File: src/rtl/mem_port_arbiter.sv
// Arbitrates the single-port RAM between instruction fetch and load/store, with byte-lane alignment.
// Optional macro ARB_FAIR_EN enables the fetch starvation override; without it data always wins.
module mem_port_arbiter #(
  parameter int MAX_WAIT = 4,
  parameter int AW       = 32
) (
  input  logic          clk,
  input  logic          rst_n,
  input  logic          if_req,
  input  logic [AW-1:0] if_addr,
  output logic          if_gnt,
  output logic          if_rvalid,
  output logic [31:0]   if_rdata,
  input  logic          d_req,
  input  logic          d_we,
  input  logic [1:0]    d_size,
  input  logic [AW-1:0] d_addr,
  input  logic [31:0]   d_wdata,
  output logic          d_gnt,
  output logic          d_rvalid,
  output logic [31:0]   d_rdata,
  output logic          d_err,
  output logic [AW-1:0] mem_addr,
  output logic          mem_read,
  output logic [3:0]    mem_write,
  output logic [31:0]   mem_wdata,
  input  logic [31:0]   mem_rdata
);

  if (MAX_WAIT < 1 || MAX_WAIT > 15) begin : g_max_wait_range
    $error("MAX_WAIT must lie in 1..15");
  end

  logic       force_if;
  logic       grant_if;
  logic       grant_d;
  logic       d_acc_err;

  logic       rsp_valid_q, rsp_valid_d;
  logic       rsp_owner_q, rsp_owner_d;  // 0 = fetch, 1 = data
  logic [1:0] rsp_off_q,   rsp_off_d;
  logic       rsp_err_q,   rsp_err_d;
  logic       rsp_load_q,  rsp_load_d;

  logic       unused_if_addr_lsb;
  assign unused_if_addr_lsb = ^if_addr[1:0];

  always_comb begin
    case (d_size)
      2'd0:    d_acc_err = 1'b0;
      2'd1:    d_acc_err = d_addr[0];
      2'd2:    d_acc_err = (d_addr[1:0] != 2'b00);
      default: d_acc_err = 1'b1;
    endcase
  end

`ifdef ARB_FAIR_EN
  localparam logic [3:0] MAX_WAIT_C = 4'(MAX_WAIT);

  // fair_q mirrors (wait_q == MAX_WAIT) so the override is a single flop in the grant path.
  logic [3:0] wait_q, wait_d;
  logic       fair_q, fair_d;

  always_comb begin
    wait_d = wait_q;
    if (!if_req || if_gnt)
      wait_d = 4'd0;
    else if (wait_q != MAX_WAIT_C)
      wait_d = wait_q + 4'd1;
    fair_d = (wait_d == MAX_WAIT_C);
  end

  always_ff @(posedge clk or negedge rst_n) begin
    if (!rst_n) begin
      wait_q <= 4'd0;
      fair_q <= 1'b0;
    end else begin
      wait_q <= wait_d;
      fair_q <= fair_d;
    end
  end

  assign force_if = fair_q & if_req;
`else
  assign force_if = 1'b0;
`endif

  assign grant_if = rst_n & if_req & (force_if | ~d_req);
  assign grant_d  = rst_n & d_req & ~force_if;
  assign if_gnt   = grant_if;
  assign d_gnt    = grant_d;

  always_comb begin
    mem_addr  = '0;
    mem_read  = 1'b0;
    mem_write = 4'b0000;
    mem_wdata = 32'h0;
    if (grant_if) begin
      mem_addr = {if_addr[AW-1:2], 2'b00};
      mem_read = 1'b1;
    end else if (grant_d) begin
      mem_addr = {d_addr[AW-1:2], 2'b00};
      // Error accesses still own the slot but must not touch the RAM.
      if (!d_acc_err) begin
        if (!d_we) begin
          mem_read = 1'b1;
        end else begin
          case (d_size)
            2'd0: begin
              mem_write = 4'b0001 << d_addr[1:0];
              mem_wdata = {4{d_wdata[7:0]}};
            end
            2'd1: begin
              mem_write = 4'b0011 << d_addr[1:0];
              mem_wdata = {2{d_wdata[15:0]}};
            end
            default: begin
              mem_write = 4'b1111;
              mem_wdata = d_wdata;
            end
          endcase
        end
      end
    end
  end

  always_comb begin
    rsp_valid_d = grant_if | grant_d;
    rsp_owner_d = grant_d;
    rsp_off_d   = grant_d ? d_addr[1:0] : 2'b00;
    rsp_err_d   = grant_d & d_acc_err;
    rsp_load_d  = grant_d & ~d_we;
  end

  always_ff @(posedge clk or negedge rst_n) begin
    if (!rst_n) begin
      rsp_valid_q <= 1'b0;
      rsp_owner_q <= 1'b0;
      rsp_off_q   <= 2'b00;
      rsp_err_q   <= 1'b0;
      rsp_load_q  <= 1'b0;
    end else begin
      rsp_valid_q <= rsp_valid_d;
      rsp_owner_q <= rsp_owner_d;
      rsp_off_q   <= rsp_off_d;
      rsp_err_q   <= rsp_err_d;
      rsp_load_q  <= rsp_load_d;
    end
  end

  always_comb begin
    if_rvalid = rsp_valid_q & ~rsp_owner_q;
    d_rvalid  = rsp_valid_q & rsp_owner_q;
    d_err     = d_rvalid & rsp_err_q;
    if_rdata  = if_rvalid ? mem_rdata : 32'h0;
    d_rdata   = (d_rvalid && rsp_load_q && !rsp_err_q) ? (mem_rdata >> {rsp_off_q, 3'b000}) : 32'h0;
  end

endmodule

File: config.mk
export PLATFORM = sky130hd
export DESIGN_NAME = mem_port_arbiter
export DESIGN_NICKNAME = d
export VERILOG_FILES = /design/src/rtl/mem_port_arbiter.sv
export SDC_FILE = /design/constraint.sdc
export NUM_CORES = 1
export LEC_CHECK = 0
export CAP_MARGIN = 20
export CORE_AREA = 2 2 107 109
export DETAILED_ROUTE_END_ITERATION = 12
export DIE_AREA = 0 0 109 111
export SLEW_MARGIN = 10
export SYNTH_ARGS = -nofsm -noshare
export SYNTH_HDL_FRONTEND = slang
export SYNTH_SLANG_ARGS = --single-unit
export TNS_END_PERCENT = 50
File: constraint.sdc
create_clock -name clk -period 1.7 [get_ports clk]
set_input_delay 0.255 -clock clk [delete_from_list [all_inputs] [get_ports clk]]
set_output_delay 0.255 -clock clk [all_outputs]
set_load 0.01 [all_outputs]
==> out/summary.txt <==
=================================================================================================================
Outcome ............................................................................................ finished, violations left
Failing checks ..................................................................................... setup timing
Clock Tree Root ....................................................................................    clkbuf_16
DPL Wire Length ....................................................................................      8920 um
Critical path type ................................................................................. register to primary output
Starting Density ...................................................................................        0.188
CTS clock-pin slew for the worst setup and hold paths ..............................................      0.03 ns
Overall track demand over capacity in global routing ...............................................        0.182
Minimum hold slack .................................................................................     0.386 ns
Number of slew-limit violations in the final report ................................................            0
Total overflow reported by the global router .......................................................            0
Global-route wire length before repair .............................................................     17700 um
List of most frequent post-synthesis cells ......................................................... 41 x and2_1, 36 x nor2_1, 33 x mux2i_1
Overall die width ..................................................................................       109 um
Crit path max fanout ...............................................................................            8
Port buffer count ..................................................................................          268
Post-layout net count ..............................................................................          748
Non-filler cells, final ............................................................................          754
Floorplan die area .................................................................................    12100 um2
Max Clk Rate .......................................................................................      544 MHz
Top Family by Delay on Critical Path ............................................................... buffers and inverters
Number of antenna violations at the first check in global routing ..................................            0
Count of placed standard cells including taps ......................................................          729
DRC marker count from the first detailed-route iteration ...........................................           61
Arithmetic-cell share of the synthesized area counting full adders, half adders and majority gates .            0
Critical path, cell by cell ........................................................................ buf_12, buf_4, mux2i_2, a211oi_1, buf_2
Total power of the final layout ....................................................................    0.00163 W
Die Height .........................................................................................       111 um
Highest ir drop seen on vdd ........................................................................     0.243 mV
Hold path startpoint ...............................................................................        rst_n
Proportion of netlist area held by the largest area contributor ....................................        0.159
Antenna cells ......................................................................................            0
Final critical-path setup slack ....................................................................    -0.140 ns
Deepest clock path buffer count ....................................................................            2
Unique masters post-synth ..........................................................................           36
Total number of vias ...............................................................................         3392
Critical Path End Type ............................................................................. primary output
Standard cell with the maximum stage delay on the critical path ....................................      dfrtp_2
Number of core rows ................................................................................           39
Area growth from synthesis to final layout .........................................................         159%
Max Used Layer .....................................................................................         met4
Cell count after synthesis .........................................................................          287
H-tree levels ......................................................................................            1
Standby leakage power ..............................................................................      2.63 nW
CTS tree ...........................................................................................          yes
Post-layout minimum cycle time .....................................................................      1.84 ns
CP Data Arrival Time ...............................................................................      1.58 ns
Hold violation count in the final report ...........................................................            0
Final GP Congestion ................................................................................        0.805
# clock sinks ......................................................................................            6
Fraction of layout cells with a size suffix above 1 ................................................        0.465
Post-synthesis simple-gate area fraction ...........................................................        0.344
WL per Instance ....................................................................................      15.4 um
Number of synthesized flops with an enable pin .....................................................            0
Total iterations of the first detailed-routing run .................................................            4
Synthesized area per cell ..........................................................................     7.25 um2
FF+latch count, synth ..............................................................................            6
Hold EP ............................................................................................  rsp_valid_q
Avg Vias per Cell ..................................................................................         4.50
Floorplan Core Area ................................................................................    11100 um2
Vias in the first global route .....................................................................         3534
Pin count of the biggest net entering global routing ...............................................           19
# Max-Cap Violations ...............................................................................            0
Crit-path max cell delay ...........................................................................      0.43 ns
Final number of setup-violating endpoints ..........................................................           19
DR WL met3 .........................................................................................      1270 um
Total clock buffers created by CTS .................................................................            3
Combined buffer and inverter count along the critical path .........................................            3
Accumulated negative setup slack ...................................................................    -0.903 ns
Kind of path behind the tightest hold check ........................................................ input pin to register
Synth Area in XOR/XNOR .............................................................................      0.00421
Mux contribution to synthesized area ...............................................................        0.202
Dominant combinational cell family by area after synthesis ......................................... simple AND/OR/NAND/NOR gates
Data required time of the worst path ...............................................................      1.44 ns
Critical path startpoint category ..................................................................     register
Most common cell in the netlist ....................................................................       and2_1
Power per cell area ................................................................................   302 nW/um2
Post-Synthesis Cell Area ...........................................................................     2080 um2
Residual DRC count .................................................................................            0
Async S/R FF share, synth ..........................................................................         1.00
Period utilization .................................................................................         1.08
Met2 wire length ...................................................................................      5850 um
Yosys warns ........................................................................................            0
RSZ-0062 raised after global routing ...............................................................          yes
Dominant synthesized flop cell .....................................................................      dfrtp_1
Largest area contributor in the synthesized netlist ................................................      mux2i_1
Complex-gate fraction of the synthesized area ......................................................        0.274
Leading post-synthesis cells by cell area .......................................................... mux2i_1 16%, a22o_1 13%, and2_1 12%, dfrtp_1 7.2%, nor2_1 6.5%
Number of top-level pins ...........................................................................          273
Sequential cell area fraction in the yosys report ..................................................       0.0722
Hold path depth ....................................................................................            3
Routed length on met1 ..............................................................................      4320 um
DRT antenna net count ..............................................................................            0
Final Routed Wirelength ............................................................................     11600 um
=================================================================================================================
==> layer usage <==
layer / vias to the layer above / track usage
li1: 1666 / -
met4: 0 / 0.0479
met3: 13 / 0.0476
met1: 1534 / 0.204
met5: - / 0
met2: 179 / 0.332
==> how the worst max path moves through the flow <==
stage | start | endpoint | slack (ns) | cells after the start
CTS | rsp_off_q[1] | d_rdata[10] | -0.13 | 7
floorplan | rsp_off_q[1] | d_rdata[5] | 0.26 | 5
global route | rsp_off_q[1] | d_rdata[2] | -0.19 | 5
global placement | d_size[0] | mem_wdata[25] | -0.68 | 6
finish | rsp_off_q[1] | d_rdata[2] | -0.14 | 5
detailed placement | d_size[0] | mem_wdata[9] | -0.73 | 6
==> layout by cell type, fill, tap and decap left out, types with 3 or more instances in the layout <==
cell             instances
buf_16                   4
nor2_1                  30
clkdlybuf4s50_1        125
dfrtp_1                  4
clkbuf_16                3
clkdlybuf4s15_2         13
a22o_1                  30
nor2_2                  14
nor2b_1                  7
nand2_1                 17
clkdlybuf4s15_1          4
and2_4                   8
a21oi_1                  3
and3_1                   3
dlygate4sd2_1           10
inv_1                    8
a21oi_2                  6
a211oi_1                11
mux2i_1                 27
buf_2                  104
a211oi_2                 5
nor2_4                   4
mux2_2                   8
and2_1                  33
buf_12                   6
buf_4                   53
a2bb2oi_2                6
mux2i_4                  3
mux2i_2                  3
buf_6                   25
==> kinds of logic after synthesis <==
family,Yosys count
compound gates,69
xor+xnor,1
buf+inv,38
flops,6
mux,41
other cells,1
simple gates,131
==> where the power goes <==
part	internal, W	switching (W)
logic	0.000665	0.000429
registers	0.000151	0.00000879
clock network	0.000301	0.0000748
total	0.00112	0.000513
==> area by class of cell <==
class	count	area, um2
Inverter	9	36.3
Timing Repair Buffer	349	3030
Sequential cell	6	153
Clock buffer	3	75.1
Multi-Input combinational cell	244	1920
Tap cell	143	179
Fill cell	1099	5680
==> worst min-delay path, delay by kind of cell <==
kind                   cells  cell delay (ns)
buffers and inverters      2             0.22
AO/OA/AOI/OAI              1             0.10
==> per-stage QoR <==
stage,utilization,worst slack (ns),instance area (um2)
floorplan,-,0.264,2080
detailed placement,0.475,-0.727,5260
global route,0.487,-0.187,5390
CTS,0.480,-0.130,5320
finish,0.487,-0.140,5390
global placement,0.475,-0.675,5260
==> repair_timing <==
action                                  CTS  global route
setup buffers                            15             1
pin swaps                                33            13
hold endpoints to repair                  6             0
hold buffers                              1             0
cloned                                    7             0
resized for setup                       562            51
endpoints found under the setup margin  134           104
==> state kept, by name, summed over array words and instances (netlist names) <==
name / count
rsp_load_q: 1
rsp_owner_q: 1
rsp_off_q: 2
rsp_valid_q: 1
rsp_err_q: 1
Power figures use the tool's default switching activity.
